<file path="src/rtl/neuron_pkg.sv">
// neuron_pkg: shared widths, saturation limits and update FSM states for the neuron datapaths
package neuron_pkg;
   localparam int DATA_W = 8;
   localparam int PROD_W = 16;
   localparam logic signed [DATA_W-1:0] SAT_MAX = {1'b0, {(DATA_W-1){1'b1}}};
   localparam logic signed [DATA_W-1:0] SAT_MIN = {1'b1, {(DATA_W-1){1'b0}}};
   typedef enum logic [1:0] {IDLE, UPD, BIAS} upd_state_t;
endpackage

</file>
<file path="src/rtl/neuron_weight_update_if.sv">
// neuron_weight_update_if: request, preload-write and result bundle of the weight updater
// master drives start/err/x_flat/wr_*; slave drives weight_flat/bias/busy/done/sat.
interface neuron_weight_update_if
   import neuron_pkg::*;
#(
   parameter int N_INPUTS = 4
);
   logic                         start;
   logic signed [DATA_W-1:0]     err;
   logic [N_INPUTS*DATA_W-1:0]   x_flat;
   logic                         wr_en;
   logic [$clog2(N_INPUTS+1)-1:0] wr_addr;
   logic signed [DATA_W-1:0]     wr_data;
   logic [N_INPUTS*DATA_W-1:0]   weight_flat;
   logic signed [DATA_W-1:0]     bias;
   logic                         busy;
   logic                         done;
   logic                         sat;
   modport master (output start, err, x_flat, wr_en, wr_addr, wr_data,
                   input  weight_flat, bias, busy, done, sat);
   modport slave  (input  start, err, x_flat, wr_en, wr_addr, wr_data,
                   output weight_flat, bias, busy, done, sat);
endinterface

</file>
<file path="src/rtl/neuron_weight_update_sat_sub.sv">
// sat_sub: combinational a - b on W-bit signed operands, saturated to DATA_W bits
// Ports: a, b (W-bit signed, pre-widened so the subtraction cannot wrap);
//        y (saturated difference), ovf (high when a clamp occurred).
module sat_sub
   import neuron_pkg::*;
#(
   parameter int W = 17
) (
   input  logic signed [W-1:0]      a,
   input  logic signed [W-1:0]      b,
   output logic signed [DATA_W-1:0] y,
   output logic                     ovf
);
   logic signed [W-1:0] d;
   assign d = a - b;
   // In range exactly when every bit above the result's sign bit copies it.
   assign ovf = ~(&d[W-1:DATA_W-1] | ~|d[W-1:DATA_W-1]);
   assign y = ovf ? (d[W-1] ? SAT_MIN : SAT_MAX) : d[DATA_W-1:0];
endmodule

</file>
<file path="src/rtl/neuron_weight_update.sv">
// neuron_weight_update: holds neuron weights/bias and applies one saturated gradient step per start
// Ports: clk; rst (asynchronous, active high); bus (slave modport of neuron_weight_update_if):
//   start/err/x_flat request an update, wr_en/wr_addr/wr_data preload values in IDLE,
//   weight_flat/bias are the registered parameters, busy/done/sat report progress.
module neuron_weight_update
   import neuron_pkg::*;
#(
   parameter int N_INPUTS   = 4,
   parameter int LR_SHIFT   = 8,
   parameter int BIAS_SHIFT = 2
) (
   input logic clk,
   input logic rst,
   neuron_weight_update_if.slave bus
);
   localparam int IW = N_INPUTS > 1 ? $clog2(N_INPUTS) : 1;
   localparam int AW = $clog2(N_INPUTS + 1);
   upd_state_t state;
   logic signed [DATA_W-1:0] w [N_INPUTS];
   logic signed [DATA_W-1:0] b_q, err_q, x_sel, w_cur, w_new, b_new, b_step;
   logic [N_INPUTS*DATA_W-1:0] x_q;
   logic [IW-1:0] idx;
   logic busy_q, done_q, sat_q, w_ovf, b_ovf;
   logic signed [PROD_W-1:0] prod, delta;
   // One shared arithmetic lane, steered by idx, walks the weights one per cycle.
   assign w_cur  = w[idx];
   assign x_sel  = x_q[idx*DATA_W +: DATA_W];
   assign prod   = PROD_W'(err_q) * PROD_W'(x_sel);
   assign delta  = prod >>> LR_SHIFT;
   assign b_step = err_q >>> BIAS_SHIFT;
   sat_sub #(.W(PROD_W + 1)) u_wsat (
      .a  ({{(PROD_W + 1 - DATA_W){w_cur[DATA_W-1]}}, w_cur}),
      .b  ({delta[PROD_W-1], delta}),
      .y  (w_new),
      .ovf(w_ovf)
   );
   sat_sub #(.W(DATA_W + 1)) u_bsat (
      .a  ({b_q[DATA_W-1], b_q}),
      .b  ({b_step[DATA_W-1], b_step}),
      .y  (b_new),
      .ovf(b_ovf)
   );
   always_ff @(posedge clk or posedge rst) begin
      if (rst) begin
         state  <= IDLE;
         for (int k = 0; k < N_INPUTS; k++) w[k] <= '0;
         b_q    <= '0;
         err_q  <= '0;
         x_q    <= '0;
         idx    <= '0;
         busy_q <= 1'b0;
         done_q <= 1'b0;
         sat_q  <= 1'b0;
      end else begin
         done_q <= 1'b0;
         case (state)
            IDLE: begin
               if (bus.start) begin
                  err_q  <= bus.err;
                  x_q    <= bus.x_flat;
                  idx    <= '0;
                  sat_q  <= 1'b0;
                  busy_q <= 1'b1;
                  state  <= UPD;
               end else if (bus.wr_en) begin
                  if (bus.wr_addr < AW'(N_INPUTS)) w[IW'(bus.wr_addr)] <= bus.wr_data;
                  else if (bus.wr_addr == AW'(N_INPUTS)) b_q <= bus.wr_data;
               end
            end
            UPD: begin
               w[idx] <= w_new;
               sat_q  <= sat_q | w_ovf;
               idx    <= idx + IW'(1);
               if (idx == IW'(N_INPUTS - 1)) state <= BIAS;
            end
            BIAS: begin
               b_q    <= b_new;
               sat_q  <= sat_q | b_ovf;
               busy_q <= 1'b0;
               done_q <= 1'b1;
               state  <= IDLE;
            end
            default: state <= IDLE;
         endcase
      end
   end
   for (genvar i = 0; i < N_INPUTS; i++) begin : g_w
      assign bus.weight_flat[i*DATA_W +: DATA_W] = w[i];
   end
   assign bus.bias = b_q;
   assign bus.busy = busy_q;
   assign bus.done = done_q;
   assign bus.sat  = sat_q;
endmodule

</file>
<file path="src/flat_wrapper.sv">
// flat-port wrapper written by rule: the top's interface ports become plain ports
module neuron_weight_update_flat import neuron_pkg::*;
#(
   parameter int N_INPUTS   = 4,
   parameter int LR_SHIFT   = 8,
   parameter int BIAS_SHIFT = 2
)
  (clk, rst, bus_start, bus_err, bus_x_flat, bus_wr_en, bus_wr_addr, bus_wr_data, bus_weight_flat, bus_bias, bus_busy, bus_done, bus_sat);
  neuron_weight_update_if #(.N_INPUTS(N_INPUTS)) bus_i ();
  input logic clk;
  input logic rst;
  input wire logic [$bits(bus_i.start)-1:0] bus_start;
  input wire logic [$bits(bus_i.err)-1:0] bus_err;
  input wire logic [$bits(bus_i.x_flat)-1:0] bus_x_flat;
  input wire logic [$bits(bus_i.wr_en)-1:0] bus_wr_en;
  input wire logic [$bits(bus_i.wr_addr)-1:0] bus_wr_addr;
  input wire logic [$bits(bus_i.wr_data)-1:0] bus_wr_data;
  output wire logic [$bits(bus_i.weight_flat)-1:0] bus_weight_flat;
  output wire logic [$bits(bus_i.bias)-1:0] bus_bias;
  output wire logic [$bits(bus_i.busy)-1:0] bus_busy;
  output wire logic [$bits(bus_i.done)-1:0] bus_done;
  output wire logic [$bits(bus_i.sat)-1:0] bus_sat;
  assign bus_i.start = bus_start;
  assign bus_i.err = bus_err;
  assign bus_i.x_flat = bus_x_flat;
  assign bus_i.wr_en = bus_wr_en;
  assign bus_i.wr_addr = bus_wr_addr;
  assign bus_i.wr_data = bus_wr_data;
  assign bus_weight_flat = bus_i.weight_flat;
  assign bus_bias = bus_i.bias;
  assign bus_busy = bus_i.busy;
  assign bus_done = bus_i.done;
  assign bus_sat = bus_i.sat;
  neuron_weight_update #(.N_INPUTS(N_INPUTS), .LR_SHIFT(LR_SHIFT), .BIAS_SHIFT(BIAS_SHIFT)) u_core (.clk(clk), .rst(rst), .bus(bus_i));
endmodule
</file>
<file path="config.mk">
export PLATFORM = sky130hd
export DESIGN_NAME = neuron_weight_update_flat
export DESIGN_NICKNAME = d
export VERILOG_FILES = /design/src/rtl/neuron_pkg.sv /design/src/rtl/neuron_weight_update_if.sv /design/src/rtl/neuron_weight_update_sat_sub.sv /design/src/rtl/neuron_weight_update.sv /design/src/flat_wrapper.sv
export SDC_FILE = /design/constraint.sdc
export NUM_CORES = 1
export LEC_CHECK = 0
export ABC_AREA = 0
export ABC_CLOCK_PERIOD_IN_PS = 7600
export BUFFER_PORTS_ARGS = -buffer_cell sky130_fd_sc_hd__buf_2
export CAP_MARGIN = 20
export CORE_MARGIN = 5
export CORE_UTILIZATION = 38
export DETAILED_ROUTE_END_ITERATION = 8
export PLACE_DENSITY = 0.68
export SLEW_MARGIN = 15
export SYNTH_ARGS = -nofsm -noshare
export SYNTH_HDL_FRONTEND = slang
export SYNTH_HIERARCHICAL = 1
export SYNTH_SLANG_ARGS = --single-unit
</file>
<file path="constraint.sdc">
create_clock -name clk -period 7.6 [get_ports clk]
set_input_delay 0.38 -clock clk [delete_from_list [all_inputs] [get_ports clk]]
set_output_delay 0.38 -clock clk [all_outputs]
set_load 0.03 [all_outputs]
</file>
==> results_dict.tcl <==
set metrics [dict create \
    synthTopCellsByArea "dfrtp_1 (27%), fa_1 (14%), ha_1 (8.9%), mux2_2 (5.8%), inv_1 (5.2%)" \
    arrival_ps 8010 \
    syn-num-nets 1004 \
    grt_max_degree 78 \
    ys_ff_latch 87 \
    wire_per_inst_um 17.4 \
    drv_cap 0 \
    violations "negative setup slack" \
    mappedNetlistArea_um2 8140 \
    crit_fanout 7 \
    ys_types 71 \
    core_region_area_um2 21100 \
    layout.nets 1176 \
    fin_skew_ps 16.5 \
    setup_violations 29 \
    route.vias.total 6771 \
    drtAntennaViolNets 0 \
    synth.yosys.warnings 6 \
    grt_first_pass_wirelength_mm 36.8 \
    fp.dieH_um 156 \
    cts_buffers 9 \
    relSlewSlack_pct 27.9 \
    crit_type "register to register" \
    max_freq_ghz 0.128 \
    vias_per_cell 5.26 \
    instances_no_fill 1288 \
    rrSetupSlack_ps -200 \
    crit_path_end_kind "register" \
    avgSynthCellArea_um2 9.74 \
    grt_use_total_pct 18.8 \
    drc 0 \
    clock_sinks 87 \
    period_needed_ps 7800 \
    cts_tree "yes" \
    drv_slew 0 \
    antenna_found_initial 0 \
    post-dp-hpwl_mm 17.0 \
    async_reset_ff_share_pct 100 \
    boundaryPins 98 \
    die-area_um2 24400 \
    fin_ws_ps -196 \
    clock_latency_ps 360 \
    portBuffers 97 \
    max_slew.worst_pin.slew_ps 1080 \
    htreeDepth 3 \
    fin_crit_sh_pct 103 \
    ys_seq_area_share_pct 26.7 \
    overflow 0 \
    dp_cells 1256 \
    num_rows 53 \
    hold_viol 0 \
    nFillCells 1980 \
    drtIter0Drc 342 \
    clock-root-buffer "clkbuf_16" \
    syn_inst 836 \
    clk_path_buf_depth 2 \
    min_path_type "primary input to register" \
    yosys.area.top_type_share_pct 26.7 \
    utilization_pct 48.8 \
    startpoint_type "register" \
    cpPeakStageDelay_ps 600 \
    clk_pin_slew_ps 80 \
    die_w_um 156 \
    diodes 0 \
    start_util_pct 38.6 \
    synth_top_flop_cell "dfrtp_1" \
    grt_pass1_vias 7107 \
    drive_gt1_share_pct 35.6 \
    first_pass_iters 4 \
    yosysTopAreaCell "dfrtp_1" \
    slowest_stage "or4_4" \
    synth_edf_count 0 \
    required_ps 7810 \
    place.gp.congestion 0.849 \
    syn2layout_area_growth_pct 26.5 \
    routed_wl_mm 22.4 \
    status "complete, but fails checks" \
    rsz0062_at_grt "yes" \
]
[cell usage in the layout (no fill, tap or decap), types with 8 or more instances in the layout]
cell type / Yosys / final
ha_1: 58 / 49
xor2_1: 12 / 12
buf_2: 10 / 97
a22oi_1: 25 / 10
o21ai_1: 44 / 44
dfrtp_1: 87 / 86
a32oi_1: 9 / 9
inv_2: 2 / 13
fa_1: 55 / 54
nand2_1: 67 / 65
inv_1: 112 / 100
nand2b_1: 11 / 11
buf_4: 5 / 84
mux4_2: 15 / 15
nor2_1: 21 / 21
mux2_2: 42 / 42
a22oi_2: 0 / 15
a21oi_4: 0 / 8
and2_1: 47 / 39
a21oi_1: 45 / 32
nand3_1: 9 / 9
xnor2_1: 22 / 21
and2_4: 0 / 8
nor2b_1: 12 / 12
mux2i_1: 14 / 14
ha_4: 0 / 9
clkbuf_16: 0 / 9
[per-layer routing]
| metal | track usage, % | routed length (um) | up-vias |
|---|---|---|---|
| li1 | - | - | 3223 |
| met5 | 0 | 0 | - |
| met2 | 31.8 | 11000 | 193 |
| met3 | 2.60 | 1220 | 23 |
| met4 | 4.01 | 274 | 0 |
| met1 | 25.8 | 9930 | 3332 |
[path summary, 6_finish.rpt]
path,start,end,depth (start not counted)
worst max-delay path,u_core/idx[0]$_DFFE_PP0P_,u_core/bus.weight_flat[10]$_DFFE_PP0P_,32
worst min-delay path,bus_x_flat[13],u_core/x_q[13]$_DFFE_PP0P_,2
worst max register to register,u_core/idx[0]$_DFFE_PP0P_,u_core/bus.weight_flat[10]$_DFFE_PP0P_,32
worst min register to register,u_core/x_q[22]$_DFFE_PP0P_,u_core/x_q[22]$_DFFE_PP0P_,1
max in group asynchronous,rst,u_core/idx[1]$_DFFE_PP0P_,5
min in group asynchronous,rst,u_core/err_q[0]$_DFFE_PP0P_,3
[cell usage after synthesis, drive strengths merged (2+ instances only)]
library cell  number
a21oi             47
dfrtp             87
o211ai             7
xnor2             22
o21ai             55
buf               19
nand2b            11
a311oi             2
nand2             68
and2              48
nor4               2
nor2              21
a31oi              6
a211o              3
mux2i             14
o21a               4
ha                58
nor3               4
a21o               5
clkbuf            11
or4                3
or2                4
and3               9
a211oi             5
nand4              3
mux2              43
nor3b              3
nand3              9
a22oi             25
or3                2
a32oi              9
o21bai             3
inv              114
mux4              15
nor2b             12
xor2              12
fa                55
[cells by family after synthesis]
group / after synthesis / synth area share [%]
and+or+nand+nor: 204 / 13.7
AOI/OAI and AO/OA: 180 / 14.4
buffers and inverters: 145 / 7.07
adders and majority gates: 114 / 22.6
DFF: 87 / 26.7
muxes: 72 / 11.8
xor gates and xnor gates: 34 / 3.66
[timing repair]
| action | 4_1_cts | 5_1_grt |
|---|---|---|
| resized for setup | 31 | 33 |
| setup buffers | 11 | 1 |
| endpoints found under the setup margin | 29 | 33 |
| endpoints found under the hold margin | 10 | 0 |
| pin swaps | 26 | 24 |
| hold buffers | 1 | 0 |
[state kept, by name (all words and copies together) (netlist names)]
signal and count:
u_core/bus.bias 8, u_core/bus.sat 1, u_core/bus.done 1, u_core/idx 2
u_core/err_q 8, u_core/state 2, u_core/bus.busy 1, u_core/x_q 32
u_core/bus.weight_flat 32
[through the flow]
step / worst slack, ps / TNS (ps) / instance area, um^2 / hold WS (ps)
6_report: -196 / -4330 / 10300 / 260
5_1_grt: -441 / -11650 / 10300 / 252
4_1_cts: -184 / -4590 / 10100 / 249
3_5_place_dp: -399 / -10660 / 9550 / 294
3_3_place_gp: -290 / -7350 / 9550 / 289
2_1_floorplan: -230 / -5530 / 8280 / 472
[worst max-delay path, delay by kind of cell (launching register included)]
kind / cells / cell delay (ps)
AO/OA/AOI/OAI: 10 / 1660
adder cells (fa/ha/maj): 6 / 2380
buffers and inverters: 9 / 940
flip-flops: 1 / 400
multiplexers: 1 / 590
AND/OR/NAND/NOR: 6 / 1670
[layout make-up]
cell class                      instances  area (um^2)  share of cell area [%]
Sequential cell                        87         2180                    21.2
Clock buffer                            9          225                    2.19
Tap cell                              275          344                    3.34
Inverter                              115          435                    4.23
Multi-Input combinational cell        604         5790                    56.2
Timing Repair Buffer                  191         1250                    12.2
Clock inverter                          7         75.1                   0.729
Power is left out: the tool's default activity adds up to more than one toggle a clock period on the data nets, which glitch-free logic cannot reach.
